[config.mk]
export PLATFORM = sky130hd
export DESIGN_NAME = reg_view_scan
export DESIGN_NICKNAME = d
export VERILOG_FILES = /design/src/rtl/reg_view_scan.sv
export SDC_FILE = /design/constraint.sdc
export NUM_CORES = 1
export LEC_CHECK = 0
export CAP_MARGIN = 30
export CORE_AREA = 3 3 415 417
export CTS_CLUSTER_DIAMETER = 50
export CTS_CLUSTER_SIZE = 25
export DETAILED_ROUTE_END_ITERATION = 12
export DIE_AREA = 0 0 418 420
export SLEW_MARGIN = 40
export SYNTH_ARGS = -nofsm -noshare
export SYNTH_HDL_FRONTEND = slang
export SYNTH_SLANG_ARGS = --single-unit
[constraint.sdc]
create_clock -name clk -period 7.3 [get_ports clk]
set_input_delay 1.095 -clock clk [delete_from_list [all_inputs] [get_ports clk]]
set_output_delay 1.095 -clock clk [all_outputs]
set_load 0.005 [all_outputs]
[src/rtl/reg_view_scan.sv]
// reg_view_scan: selectable register-file viewer with hex 7-segment scan.
// Optional AUTO_SCROLL_EN adds input auto_scroll and parameter AUTO_DIV.
module reg_view_scan #(
  parameter int XLEN       = 32,
  parameter int NUM_REGS   = 32,
  parameter int NUM_DIGITS = 8,
  parameter int SCAN_DIV   = 100000,
`ifdef AUTO_SCROLL_EN
  parameter int AUTO_DIV   = 50000000,
`endif
  localparam int IDX_W     = $clog2(NUM_REGS)
) (
  input  logic                     clk,
  input  logic                     rst,
`ifdef AUTO_SCROLL_EN
  input  logic                     auto_scroll,
`endif
  input  logic [NUM_REGS*XLEN-1:0] reg_flat,
  input  logic                     tick_r,
  input  logic                     tick_l,
  output logic [XLEN-1:0]          data_reg,
  output logic [IDX_W-1:0]         leds,
  output logic [NUM_DIGITS-1:0]    an,
  output logic [6:0]               seg
);

  localparam int DIV_W = (SCAN_DIV > 1) ? $clog2(SCAN_DIV) : 1;
  localparam int DIG_W = (NUM_DIGITS > 1) ? $clog2(NUM_DIGITS) : 1;
  localparam int NIB   = (XLEN + 3) / 4;
  localparam int PAD_W = NIB * 4;
  localparam int NSHOW = (NIB < NUM_DIGITS) ? NIB : NUM_DIGITS;

  logic [IDX_W-1:0] idx, idx_nxt;
  logic             tick_r_q, tick_l_q;
  logic             inc, dec;
  logic [DIV_W-1:0] div;
  logic [DIG_W-1:0] digit;
  logic [XLEN-1:0]  sel;
  logic [PAD_W-1:0] pad;
  logic [3:0]       nib;
  logic             blank;

  function automatic logic [6:0] hex7(input logic [3:0] v);
    unique case (v)
      4'h0: hex7 = 7'b1000000;
      4'h1: hex7 = 7'b1111001;
      4'h2: hex7 = 7'b0100100;
      4'h3: hex7 = 7'b0110000;
      4'h4: hex7 = 7'b0011001;
      4'h5: hex7 = 7'b0010010;
      4'h6: hex7 = 7'b0000010;
      4'h7: hex7 = 7'b1111000;
      4'h8: hex7 = 7'b0000000;
      4'h9: hex7 = 7'b0010000;
      4'hA: hex7 = 7'b0001000;
      4'hB: hex7 = 7'b0000011;
      4'hC: hex7 = 7'b1000110;
      4'hD: hex7 = 7'b0100001;
      4'hE: hex7 = 7'b0000110;
      default: hex7 = 7'b0001110;
    endcase
  endfunction

  assign inc  = tick_r & ~tick_r_q;
  assign dec  = tick_l & ~tick_l_q;
  assign leds = idx;

  always_comb begin
    sel = '0;
    for (int r = 0; r < NUM_REGS; r++)
      if (idx == IDX_W'(r)) sel = reg_flat[r*XLEN +: XLEN];
  end

`ifdef AUTO_SCROLL_EN
  localparam int AUTO_W = (AUTO_DIV > 1) ? $clog2(AUTO_DIV) : 1;
  logic [AUTO_W-1:0] auto_cnt;
  logic              auto_step;

  assign auto_step = auto_scroll &&
                     (auto_cnt == AUTO_W'(AUTO_DIV - 1));

  // A manual edge wins over a coincident auto step and restarts the timer.
  always_ff @(posedge clk) begin
    if (rst || !auto_scroll || inc || dec || auto_step)
      auto_cnt <= '0;
    else
      auto_cnt <= auto_cnt + AUTO_W'(1);
  end
`endif

  always_comb begin
    idx_nxt = idx;
    if (inc && !dec)
      idx_nxt = (idx == IDX_W'(NUM_REGS - 1)) ? '0 : idx + IDX_W'(1);
    else if (dec && !inc)
      idx_nxt = (idx == '0) ? IDX_W'(NUM_REGS - 1) : idx - IDX_W'(1);
`ifdef AUTO_SCROLL_EN
    else if (!inc && !dec && auto_step)
      idx_nxt = (idx == IDX_W'(NUM_REGS - 1)) ? '0 : idx + IDX_W'(1);
`endif
  end

  assign pad = PAD_W'(data_reg);

  // Digits above the register width stay blank but keep their anode.
  always_comb begin
    nib   = 4'h0;
    blank = 1'b1;
    for (int i = 0; i < NSHOW; i++)
      if (digit == DIG_W'(i)) begin
        nib   = pad[4*i +: 4];
        blank = 1'b0;
      end
  end

  always_ff @(posedge clk) begin
    if (rst) begin
      idx      <= '0;
      tick_r_q <= 1'b0;
      tick_l_q <= 1'b0;
      data_reg <= '0;
      div      <= '0;
      digit    <= '0;
      an       <= '1;
      seg      <= 7'h7F;
    end else begin
      idx      <= idx_nxt;
      tick_r_q <= tick_r;
      tick_l_q <= tick_l;
      data_reg <= sel;
      if (div == DIV_W'(SCAN_DIV - 1)) begin
        div   <= '0;
        digit <= (digit == DIG_W'(NUM_DIGITS - 1)) ?
                 '0 : digit + DIG_W'(1);
      end else begin
        div <= div + DIV_W'(1);
      end
      an  <= ~(NUM_DIGITS'(1) << digit);
      seg <= blank ? 7'h7F : hex7(nib);
    end
  end

endmodule

# Word level (Yosys, flattened, before mapping)
# Memory sizes are Yosys's and may differ from the RTL's. A register that Yosys moved wholly into a read port is not among the register bits.
# Cells that the tools add are included.
dict set report word_totals {
  reg_bits 67
  latch_bits 0
  ram_bits 0
  rom_bits 112
  input_bits 1028
  output_inout_bits 52
  wordCells 119
  memories 1
}
# memory depth width read_ports rd_clocked_by_memory_dff wr line_no
set memory_table {}
lappend memory_table {{(no name shown)} 16 7 1 1 0 44} ;# unique case (v)
dict set report classes {
  addsub 4
  multipliers 0
  div_mod_pow 0
  n_lt_le_gt_ge 0
  n_eq_ne 39
  shifts 1
  mux 53
  bitwise 5
  reduce_logical 9
}
# cell n
set op_table {}
lappend op_table {{two-way mux 32 bit} 32}
lappend op_table {{equality test 5 bit, second input constant} 16}
lappend op_table {{equality test 5 x 4 -> 1 bit, second input constant} 8}
lappend op_table {{two-way mux 4 bit} 8}
lappend op_table {{equality test 5 x 3 -> 1 bit, second input constant} 4}
lappend op_table {{two-way mux 5 bit} 4}
lappend op_table {{adder 17 x 1 -> 17 bit, second input constant} 1}
lappend op_table {{equality test 17 bit, second input constant} 1}
lappend op_table {{equality test 3 bit, second input constant} 4}
lappend op_table {{equality test 5 x 2 -> 1 bit, second input constant} 2}
lappend op_table {{two-way mux 1 bit} 8}
lappend op_table {{inverter 8 bit} 1}
lappend op_table {{<< shifter 1 x 3 -> 8 bit, first input constant} 1}
lappend op_table {{equality test 3 x 2 -> 1 bit, second input constant} 2}
lappend op_table {{adder 5 x 1 -> 5 bit, second input constant} 1}
lappend op_table {{equality test 5 x 1 -> 1 bit, second input constant} 1}
lappend op_table {{logical NOT 5 bit} 1}
lappend op_table {{subtractor 5 x 1 -> 5 bit, second input constant} 1}
lappend op_table {{OR reduction 2 bit} 2}
lappend op_table {{adder 3 x 1 -> 3 bit, second input constant} 1}
lappend op_table {{equality test 3 x 1 -> 1 bit, second input constant} 1}
lappend op_table {{logical NOT 3 bit} 1}
lappend op_table {{two-way mux 3 bit} 1}
lappend op_table {{AND 1 bit} 2}
lappend op_table {{other kinds (4)} 7}

# Depth between registers and ports, before layout
# Gate-level depths: netlist (run 1).
dict set report depth {
  word_depth 33
  depth_mapped 16
  mapped_depth_nobuf 11
}

# Worst setup path before layout (run 1)
# No wires, ideal clock.
dict set report synth_timing {
  path_kind {reg2reg}
  startpoint {register idx[1] (netlist: leds[1])}
  endpoint {register data_reg[13]}
  setup_time_ns 0.129
  t_arrival_ns 3.101
  t_required_ns 7.171
  setup_slack_ns 4.070
  stages_incl_launch_ff 14
  n_path_buf 7
  synth_period_minus_slack_ns 3.230
  path_cell_list {dfxtp_1 > ha_1 > buf_2 > buf_2 > clkbuf_1 > and3_1 > ha_1 > clkbuf_1 > clkbuf_1 > buf_1 > clkbuf_1 > o21ai_0 > nand2_1 > o211ai_1}
}
dict set report synth_between {
  elab_chain_len 33
  elab_cells_between_ends 64
  cone_classes {eq/ne (31); mux (32); reduce/logical (1)}
}
# item line_no
set synth_rtl {}
lappend synth_rtl {{start: declaration} 33} ;# logic [IDX_W-1:0] idx, idx_nxt;
lappend synth_rtl {{start signal: assignment} 127} ;# idx <= idx_nxt;
lappend synth_rtl {{logical NOT 5 bit} 71} ;# if (idx == IDX_W'(r)) sel = reg_flat[r*XLEN +: XLEN];
lappend synth_rtl {{two-way mux 32 bit (31 in series)} 71}
lappend synth_rtl {{two-way mux 32 bit *} 71}
lappend synth_rtl {{end signal: assignment} 130} ;# data_reg <= sel;
lappend synth_rtl {{end: declaration} 21} ;# output logic [XLEN-1:0] data_reg,
# Mark *: on every way between the ends. The rest lies on a longest branch, timed or not.
# A chain may end at the register's enable or synchronous reset.

# Worst setup path in the final report (run 1)
dict set report layout_timing {
  startpoint {register idx[1] (netlist: leds[1])}
  endpoint {register data_reg[12]}
}
# Same word-level chain as after synthesis.

==> results of run 1 <==
-- critical path: stages, from the launching register on --
cell       delay [ps]
dfxtp_1           440
inv_1             230
ha_4              580
buf_4             660
nand2_1           380
a21boi_4          640
nor4_1            150
a2111oi_0         680
a2bb2oi_1         650
a2bb2oi_1         140
-- cells by family (layout without fill, tap and decap cells) --
kind of cell | count (synthesis) | after routing | synth area share, %
AOI/OAI and AO/OA | 914 | 914 | 49.8
xor gates and xnor gates | 16 | 16 | 1.02
adders and majority gates | 21 | 21 | 1.90
buffers and inverters | 272 | 1248 | 8.64
DFF | 74 | 74 | 10.7
muxes | 3 | 3 | 0.218
other | 0 | 92 | 0
and+or+nand+nor | 719 | 719 | 27.7
-- where the power goes --
part	total, uW	leakage [uW]	switching [uW]	internal, uW
combinational	3130	0.00846	1830	1300
sequential	727	0.000611	226	501
clock	515	0.000146	249	265
total	4370	0.00922	2310	2060
-- cell type report --
| cell class | instances | area, um2 |
|---|---|---|
| diodes | 92 | 230 |
| inverters | 51 | 191 |
| well taps | 2218 | 2780 |
| repair buffers | 1181 | 11600 |
| flip-flops and latches | 74 | 1490 |
| multi-input cells | 1673 | 11600 |
| clock inverters | 7 | 70.1 |
| clock buffers | 9 | 225 |
| fillers | 19139 | 141000 |
-- worst max path at each step --
| stage | end | slack, ps | depth (start not counted) |
|---|---|---|---|
| CTS | data_reg[6] | 2630 | 9 |
| detailed placement | data_reg[6] | 2640 | 9 |
| floorplan | data_reg[13] | 4070 | 13 |
| global placement | data_reg[7] | 2390 | 7 |
| global route | data_reg[0] | 2380 | 9 |
| finish | data_reg[12] | 2560 | 9 |
-- per-layer routing --
layer	wire, um	up-vias
met3	19600	524
met5	654	-
met1	91800	12533
met4	10400	100
met2	115000	1808
li1	-	10190
-- metrics by stage --
stage,instance area (um2),power [uW],setup WS (ps),hold WS [ps],instances
finish,28200,4370,2560,484,5305
global route,28000,4480,2380,504,5257
CTS,27900,4360,2630,489,5211
detailed placement,27600,3820,2640,472,5195
global placement,27300,3770,2390,463,5181
floorplan,13800,1690,4070,430,2019
-- cells in the mapped netlist (12+ instances only) --
cell / instances / share of area, %
a2111oi_0: 27 / 1.7
a211o_1: 14 / 0.89
a211oi_1: 41 / 2.2
a21o_1: 25 / 1.4
a21oi_1: 105 / 3.8
a221o_1: 36 / 2.6
a221oi_1: 46 / 2.9
a222oi_1: 19 / 1.4
a22o_1: 20 / 1.3
a22oi_1: 59 / 3.2
a2bb2oi_1: 18 / 1.1
a31oi_1: 19 / 0.86
a32o_1: 19 / 1.4
a32oi_1: 48 / 3.0
and3_1: 17 / 0.77
buf_1: 16 / 0.44
buf_2: 74 / 2.7
clkbuf_1: 116 / 3.2
dfxtp_1: 74 / 11
ha_1: 21 / 1.9
inv_1: 50 / 1.4
nand2_1: 144 / 3.9
nand2b_1: 35 / 1.6
nand3_1: 39 / 1.4
nand3b_1: 12 / 0.65
nor2_1: 210 / 5.7
nor2b_1: 22 / 1.0
nor3_1: 74 / 2.7
nor4_1: 30 / 1.4
o2111ai_1: 24 / 1.5
o211a_1: 17 / 1.2
o211ai_1: 38 / 2.1
o21ai_0: 112 / 4.1
o221ai_1: 52 / 3.3
o22a_1: 14 / 0.89
o22ai_1: 64 / 2.9
o32ai_1: 19 / 1.2
or2_2: 12 / 0.54
or3_1: 17 / 0.77
xor2_1: 13 / 0.83
==> impl_metrics.csv, run 1 <==
group,metric,value,unit
critical_path,critPathKind,"reg -> reg",
critical_path,cp_max_fo,55,
clock_tree,cts_resized,0,
layout,largest_reg_flops,32,
clock_tree,clkSinkCount,74,
critical_path,cp.arrival,4990,ps
grt,grtUsageMet3,7.86,%
hold_path,min-delay-start,"div[0]",
clock_tree,h-tree-depth,3,
clock_tree,postCtsSetupBuffers,0,
die,ios,1080,
sta,clock_skew,16.4,ps
clock_tree,path_clk_slew,80,ps
critical_path,rr_startpoint,"leds[1]",
synthesis,syn_nets,3068,
synthesis,ys_types,95,
grt,grtUsageMet2,43.8,%
route,vias_per_cell,4.74,
synthesis,ys.flop_type,"dfxtp_1",
die,die_w,418,um
hold_path,holdPathStages,1,
grt,grt_pass1_wl,288,mm
power_and_ir_drop,cellPowerDensity,155,nW/um2
sta,timing.final.max_slew_violations,0,
route,wl_per_cell,44.7,um
sta,setup_violations,0,
die,initial_core_util,8.16,%
synthesis,synth_area_per_cell,6.84,um2
grt,use_met1,29.7,%
die,row_count,151,
clock_tree,insertion_delay,400,ps
route,detail-route-antenna-nets,0,
critical_path,required,7540,ps
clock_tree,numCtsBuffers,9,
layout,area_growth,104,%
route,routed_wl,237,mm
clock_tree,cts_tree,"yes",
synthesis,syn_area,13800,um2
sta,worstMarginPinSlew,974,ps
placed_design,io_buffers,1079,
sta,maxSlewHeadroom,34.6,%
critical_path,r2r_setup_slack,2560,ps
placed_design,dp_hpwl,210,mm
die,die_h,420,um
sta,rsz0062_at_grt,"no",
outcome,status,"finished clean",
clock_tree,clockBufferDepth,2,
placed_design,gp_congestion,0.987,
grt,track_usage,25.6,%
grt,antenna_found_initial,244,
job,max_cap_violations,0,
route,vias,25155,
grt,busiest_layer,"met2",
power_and_ir_drop,peakVddDrop,0.127,mV
synthesis,ys_seq_area_share,10.7,%
critical_path,rr_worst_depth,9,
synthesis,ys_ff_latch,74,
synthesis,synth_cells,2019,
route,remaining_drc_errors,0,
power_and_ir_drop,p_leak,0.00922,uW
hold_path,hold_end,"div[0]",
grt,overflow,0,
sta,fmax,0.211,GHz
layout,final_common_cell,"clkdlybuf4s50_1",
layout,final_util,16.7,%
hold_path,worstHoldPathType,"reg -> reg",
sta,fin_crit,4740,ps
layout,drive_above_1_share,7.88,%
critical_path,cp-start-kind,"flop",
route,drt_iter0_drc,2758,
sta,period_share,65.0,%
critical_path,endpoint_kind,"flop",
synthesis,yosysWarnings,0,
grt,grt_max_degree,79,
critical_path,startpoint,"leds[1]",
die,die_area,176000,um2
critical_path,timing.rr.end,"data_reg[12]",
clock_tree,cts_hold_buffers,0,
clock_tree,root_buffer,"clkbuf_16",
grt,first_global_vias,24051,
sta,hold_viol,0,
synthesis,async_flop_share,0,%
route,dr.pass1.iters,10,
layout,finalNetCount,4039,
layout,layout_common_cells,"1,078 x clkdlybuf4s50_1, 206 x nor2_1, 143 x nand2_1",
sta,final.setup.tns,0,ps
synthesis,synth_edf_count,0,
die,core_area,169000,um2
Power figures use the tool's default switching activity.
==> inputs of run 2 (changes only) <==
--- a/config.mk
+++ b/config.mk
@@ -6,11 +6,11 @@
 export NUM_CORES = 1
 export LEC_CHECK = 0
 export CAP_MARGIN = 30
-export CORE_AREA = 3 3 415 417
+export CORE_AREA = 3 3 421 423
 export CTS_CLUSTER_DIAMETER = 50
 export CTS_CLUSTER_SIZE = 25
 export DETAILED_ROUTE_END_ITERATION = 12
-export DIE_AREA = 0 0 418 420
+export DIE_AREA = 0 0 424 426
 export SLEW_MARGIN = 40
 export SYNTH_ARGS = -nofsm -noshare
 export SYNTH_HDL_FRONTEND = slang
==> constraint.sdc (replaced) <==
create_clock -name clk -period 4.3 [get_ports clk]
set_input_delay 0.645 -clock clk [delete_from_list [all_inputs] [get_ports clk]]
set_output_delay 0.645 -clock clk [all_outputs]
set_load 0.005 [all_outputs]
==> run 2 against run 1 <==
Effect of this change:
- hold slack got worse by 6.8 ps
- count of clock-buffer cells in the layout rose by 1
- power is 78% higher
- final area increased by 3.8%
- non-clock buffer count up 127
- largest power group unchanged
- register-to-register slack got worse by 2500 ps
- final cell count grew 4.6%
- combinational power rose by 78%
==> impl_metrics.csv, run 2 (synthesized netlist as in run 1, its figures left out) <==
group,metric,value,unit
hold_path,worstHoldPathType,"reg -> reg",
placed_design,io_buffers,1079,
sta,setup_violations,0,
clock_tree,h-tree-depth,3,
sta,fin_crit,4260,ps
power_and_ir_drop,p_leak,0.00982,uW
critical_path,crit_top_cell,"buf_4",
route,vias_per_cell,4.61,
power_and_ir_drop,power_frac_clock,12.4,%
layout,layout_common_cells,"1,079 x clkdlybuf4s50_1, 214 x buf_4, 204 x nor2_1",
die,initial_core_util,7.94,%
power_and_ir_drop,p_int,3780,uW
die,core_area,174000,um2
placed_design,dp_hpwl,213,mm
power_and_ir_drop,comb_power_share,71.3,%
route,wl_per_cell,43.2,um
route,dr.pass1.iters,7,
grt,antenna_found_initial,259,
sta,worstMarginPinSlew,960,ps
sta,timing.final.max_slew_violations,0,
layout,final_common_cell,"clkdlybuf4s50_1",
power_and_ir_drop,seq_power_share,16.3,%
grt,first_global_vias,24287,
critical_path,cp_top_family,"compound AO/OA/AOI/OAI gates",
critical_path,endpoint_kind,"flop",
placed_design,dp_cells,5430,
placed_design,gp_congestion,0.965,
route,remaining_drc_errors,0,
critical_path,path_cells,"ha_4, buf_4, nand4bb_1, buf_4, o22ai_1, buf_4, a211o_1, a31oi_1, o211ai_1, nand3_1",
route,routed_wl,240,mm
clock_tree,numCtsBuffers,9,
critical_path,cp.arrival,4490,ps
grt,grt_max_degree,55,
die,die_area,181000,um2
die,die_w,424,um
route,drt_iter0_drc,3004,
critical_path,path_buf_inv,3,
critical_path,critPathKind,"reg -> reg",
clock_tree,path_clk_slew,90,ps
outcome,status,"finished clean",
critical_path,max_stage_delay,850,ps
layout,largest_reg_flops,32,
layout,final_cells,5550,
clock_tree,clkSinkCount,74,
clock_tree,cts_resized,0,
layout,stdcell_area,29200,um2
sta,maxSlewHeadroom,35.7,%
critical_path,cp_max_fo,32,
placed_design,dpl-instance-area,28600,um2
sta,final.setup.tns,0,ps
clock_tree,cts_hold_buffers,0,
critical_path,required,4530,ps
job,max_cap_violations,0,
layout,area_growth,112,%
critical_path,slowest_stage,"o211ai_1",
clock_tree,root_buffer,"clkbuf_16",
layout,drive_above_1_share,10.8,%
power_and_ir_drop,p_switching,4020,uW
sta,hold_viol,0,
sta,fmax,0.235,GHz
power_and_ir_drop,peakVddDrop,0.251,mV
layout,finalNetCount,4166,
clock_tree,insertion_delay,420,ps
clock_tree,postCtsSetupBuffers,0,
grt,track_usage,25.2,%
route,detail-route-antenna-nets,0,
sta,clock_skew,18.8,ps
sta,period_share,99.1,%
route,vias,25591,
die,row_count,153,
grt,grt_pass1_wl,292,mm
die,die_h,426,um
clock_tree,clockBufferDepth,2,
critical_path,cp-start-kind,"flop",
sta,rsz0062_at_grt,"no",
clock_tree,cts_tree,"yes",
power_and_ir_drop,switching_share,51.5,%
grt,overflow,0,
power_and_ir_drop,cellPowerDensity,267,nW/um2
die,ios,1080,
[run 2: cell types whose count changed in the layout (fill, tap and decap cells not counted), moves of 3 or more]
cell	before	now
buf_4	91	214
diode_2	92	103
buf_12	1	8
o21ai_0	106	112
o22ai_1	58	64
o22ai_2	6	0
nand4bb_1	5	10
nand4bb_2	5	1
nor2_2	2	6
o21ai_2	6	2
a2111oi_0	11	14
nor3_1	70	73
[run 2: layout make-up]
cell class	instances	area [um2]
Multi-Input combinational cell	1673	11400
Inverter	51	191
Fill cell	19878	145000
Sequential cell	74	1490
Timing Repair Buffer	1308	12600
Antenna cell	103	258
Tap cell	2325	2910
Clock buffer	10	239
Clock inverter	6	90.1
[run 2: stage by stage]
| stage | power [uW] | setup slack (ps) | hold WS, ps | utilization, % |
|---|---|---|---|---|
| floorplan | 2870 | 1070 | 430 | - |
| global placement | 6740 | -1150 | 455 | 16.4 |
| detailed placement | 6780 | 117 | 467 | 16.5 |
| CTS | 7800 | 89.9 | 487 | 16.7 |
| global route | 8030 | 81.5 | 512 | 16.7 |
| finish | 7790 | 37.9 | 477 | 16.8 |
[run 2: power groups by stage]
stage,logic [uW],clock network [uW],registers (uW)
after floorplan,1920,0,956
after global placement,5440,0,1300
after detailed placement,5490,0,1290
after CTS,5520,1010,1270
after global routing,5750,1020,1260
final,5560,969,1270
[run 2: metal layers]
metal / track usage, % / vias up / routed length, um
li1: - / 10484 / -
met1: 28.2 / 12695 / 89900
met2: 43.5 / 1784 / 117000
met3: 9.08 / 500 / 22300
met4: 9.49 / 128 / 9950
met5: 0 / - / 819
[run 2: final timing paths]
check        cells after the start           end  slack, ps     from
min                              1        div[0]        480   div[0]
max                             10  data_reg[15]         40  leds[0]
min reg2reg                      1        div[0]        480   div[0]
max reg2reg                     10  data_reg[15]         40  leds[0]
==> inputs of run 3 (changes only) <==
--- a/config.mk
+++ b/config.mk
@@ -6,11 +6,14 @@
 export NUM_CORES = 1
 export LEC_CHECK = 0
 export CAP_MARGIN = 30
-export CORE_AREA = 3 3 421 423
+export CELL_PAD_IN_SITES_DETAIL_PLACEMENT = 0
+export CELL_PAD_IN_SITES_GLOBAL_PLACEMENT = 1
+export CORE_AREA = 3 3 414 416
 export CTS_CLUSTER_DIAMETER = 50
 export CTS_CLUSTER_SIZE = 25
 export DETAILED_ROUTE_END_ITERATION = 12
-export DIE_AREA = 0 0 424 426
+export DIE_AREA = 0 0 417 419
+export PLACE_DENSITY_LB_ADDON = 0.1
 export SLEW_MARGIN = 40
 export SYNTH_ARGS = -nofsm -noshare
 export SYNTH_HDL_FRONTEND = slang
==> constraint.sdc (replaced) <==
create_clock -name clk -period 3.6 [get_ports clk]
set_input_delay 0.54 -clock clk [delete_from_list [all_inputs] [get_ports clk]]
set_output_delay 0.54 -clock clk [all_outputs]
set_load 0.005 [all_outputs]
==> run 3 against run 2 <==
Effect of this change:
- hold slack improved by 4.3 ps
- setup slack got worse by 37 ps
- clock power increased by 27%
- combinational power increased by 24%
- first-iteration DRC count decreased by 31%
- routed wire length decreased by 10%
- via count decreased by 7.0%
- critical path depth unchanged
- non-clock buffer count increased by 21
- largest power group unchanged
- highest routed layer unchanged
- sequential share of layout area about the same
- core utilization increased by 0.70 points
==> impl_metrics.csv, run 3 (synthesized netlist as in run 1, its figures left out) <==
group,metric,value,unit
clock_tree,path_clk_slew,90,ps
clock_tree,root_buffer,"clkbuf_16",
placed_design,place_ws,-338,ps
die,die_h,419,um
die,initial_core_util,8.23,%
outcome,status,"finished clean",
sta,setup_violations,0,
hold_path,holdPathStages,1,
sta,rsz0062_at_grt,"no",
layout,largest_reg_flops,32,
hold_path,worstHoldPathType,"reg -> reg",
sta,fmax,0.278,GHz
clock_tree,numCtsBuffers,9,
route,routed_wl,215,mm
die,die_w,417,um
layout,layout_common_cells,"1,078 x clkdlybuf4s50_1, 235 x buf_4, 203 x nor2_1",
critical_path,cp_max_fo,42,
critical_path,rr_worst_depth,10,
critical_path,required,3890,ps
die,die_area,175000,um2
clock_tree,cts_hold_buffers,0,
critical_path,r2r_setup_slack,0.5,ps
critical_path,rr_startpoint,"leds[0]",
grt,grt_max_degree,49,
route,remaining_drc_errors,0,
hold_path,min-delay-start,"div[0]",
layout,regArea,1490,um2
power_and_ir_drop,p_total,9560,uW
placed_design,gp_congestion,0.872,
route,detail-route-antenna-nets,0,
placed_design,io_buffers,1079,
layout,fillers,19058,
critical_path,cp-start-kind,"flop",
layout,final_common_cell,"clkdlybuf4s50_1",
grt,overflow,0,
power_and_ir_drop,cellPowerDensity,325,nW/um2
placed_design,dp_hpwl,190,mm
route,wl_per_cell,39.9,um
power_and_ir_drop,p_leak,0.00998,uW
grt,antenna_found_initial,141,
critical_path,timing.rr.end,"data_reg[7]",
sta,fin_crit,3600,ps
grt,track_usage,23.4,%
job,max_cap_violations,0,
critical_path,startpoint,"leds[0]",
clock_tree,insertion_delay,400,ps
critical_path,endpoint_kind,"flop",
grt,first_global_vias,24429,
die,ios,1080,
sta,hold_viol,0,
clock_tree,h-tree-depth,3,
route,vias,23804,
route,vias_per_cell,4.42,
sta,worstMarginPinSlew,886,ps
hold_path,hold_end,"div[0]",
clock_tree,clockBufferDepth,2,
layout,multiInputGateArea,11600,um2
layout,drive_above_1_share,12.1,%
layout,final_util,17.5,%
clock_tree,clkSinkCount,74,
sta,period_share,100,%
critical_path,cp.arrival,3890,ps
clock_tree,cts_tree,"yes",
sta,maxSlewHeadroom,40.3,%
layout,area_growth,113,%
critical_path,critPathKind,"reg -> reg",
die,core_area,168000,um2
sta,fin_ws,0.502,ps
die,row_count,150,
layout,finalNetCount,4187,
route,dr.pass1.iters,8,
sta,worst_hold_slack,481,ps
sta,timing.final.max_slew_violations,0,
grt,grt_pass1_wl,268,mm
power_and_ir_drop,peakVddDrop,0.202,mV
sta,clock_skew,20.7,ps
route,drt_iter0_drc,2069,
==> run 3: cell count changes in the layout (fill, tap and decap cells not counted), sizes merged <==
cell and change:
buf +23, bufinv +1, clkbuf -1, clkdlybuf4s18 -1
clkdlybuf4s50 -1, clkinv -1, diode -69, inv +1
==> run 3: critical path, stage by stage (launching register included) <==
cell and delay (ps):
dfxtp_1 420, buf_4 190, ha_4 170, buf_12 240, nor3_2 100, nor4_4 290, buf_4 280, a221oi_1 100
nor4_1 740, o21ai_0 550, a211oi_1 360
==> run 3: layout make-up <==
class / instances / area share, %
Multi-Input combinational cell: 1673 / 39.6
Clock inverter: 7 / 0.430
Timing Repair Buffer: 1329 / 43.8
Tap cell: 2204 / 9.39
Sequential cell: 74 / 5.08
Clock buffer: 9 / 0.767
Antenna cell: 34 / 0.290
Inverter: 51 / 0.652
==> run 3: report_power, final <==
| part | leakage, uW | internal (uW) | switching (uW) |
|---|---|---|---|
| registers | 0.000611 | 1020 | 423 |
| logic | 0.00920 | 3060 | 3830 |
| clock network | 0.000168 | 688 | 543 |
==> run 3: through the flow <==
step | instance area (um2) | setup TNS [ps] | cells
floorplan | 13800 | 0 | 2019
global placement | 28700 | -2440 | 5328
detailed placement | 28800 | -1040 | 5328
CTS | 29200 | 0 | 5344
global route | 29300 | 0 | 5360
finish | 29400 | 0 | 5381
==> run 3: what timing repair did <==
| action | 4_1_cts | 5_1_grt |
|---|---|---|
| setup buffers | 0 | 3 |
| resized for setup | 10 | 3 |
| cloned | 0 | 0 |
| setup endpoints to repair | 9 | 9 |
| pin swaps | 0 | 2 |
==> run 3: per-layer routing <==
layer | vias to the layer above | part of all wire (%) | routed length, um | track usage (%)
met1 | 11954 | 40 | 85500 | 27.5
met3 | 268 | 5.4 | 11600 | 4.50
li1 | 10421 | - | - | -
met2 | 1099 | 53 | 114000 | 44.2
met5 | - | 0.20 | 429 | 0
met4 | 62 | 1.8 | 3900 | 3.77
==> run 3: worst max path at each step <==
stage | to | cells past startpoint
2_1_floorplan | data_reg[13] | 13
3_3_place_gp | data_reg[3] | 11
3_5_place_dp | data_reg[21] | 8
4_1_cts | data_reg[10] | 10
5_1_grt | data_reg[4] | 10
6_report | data_reg[7] | 10
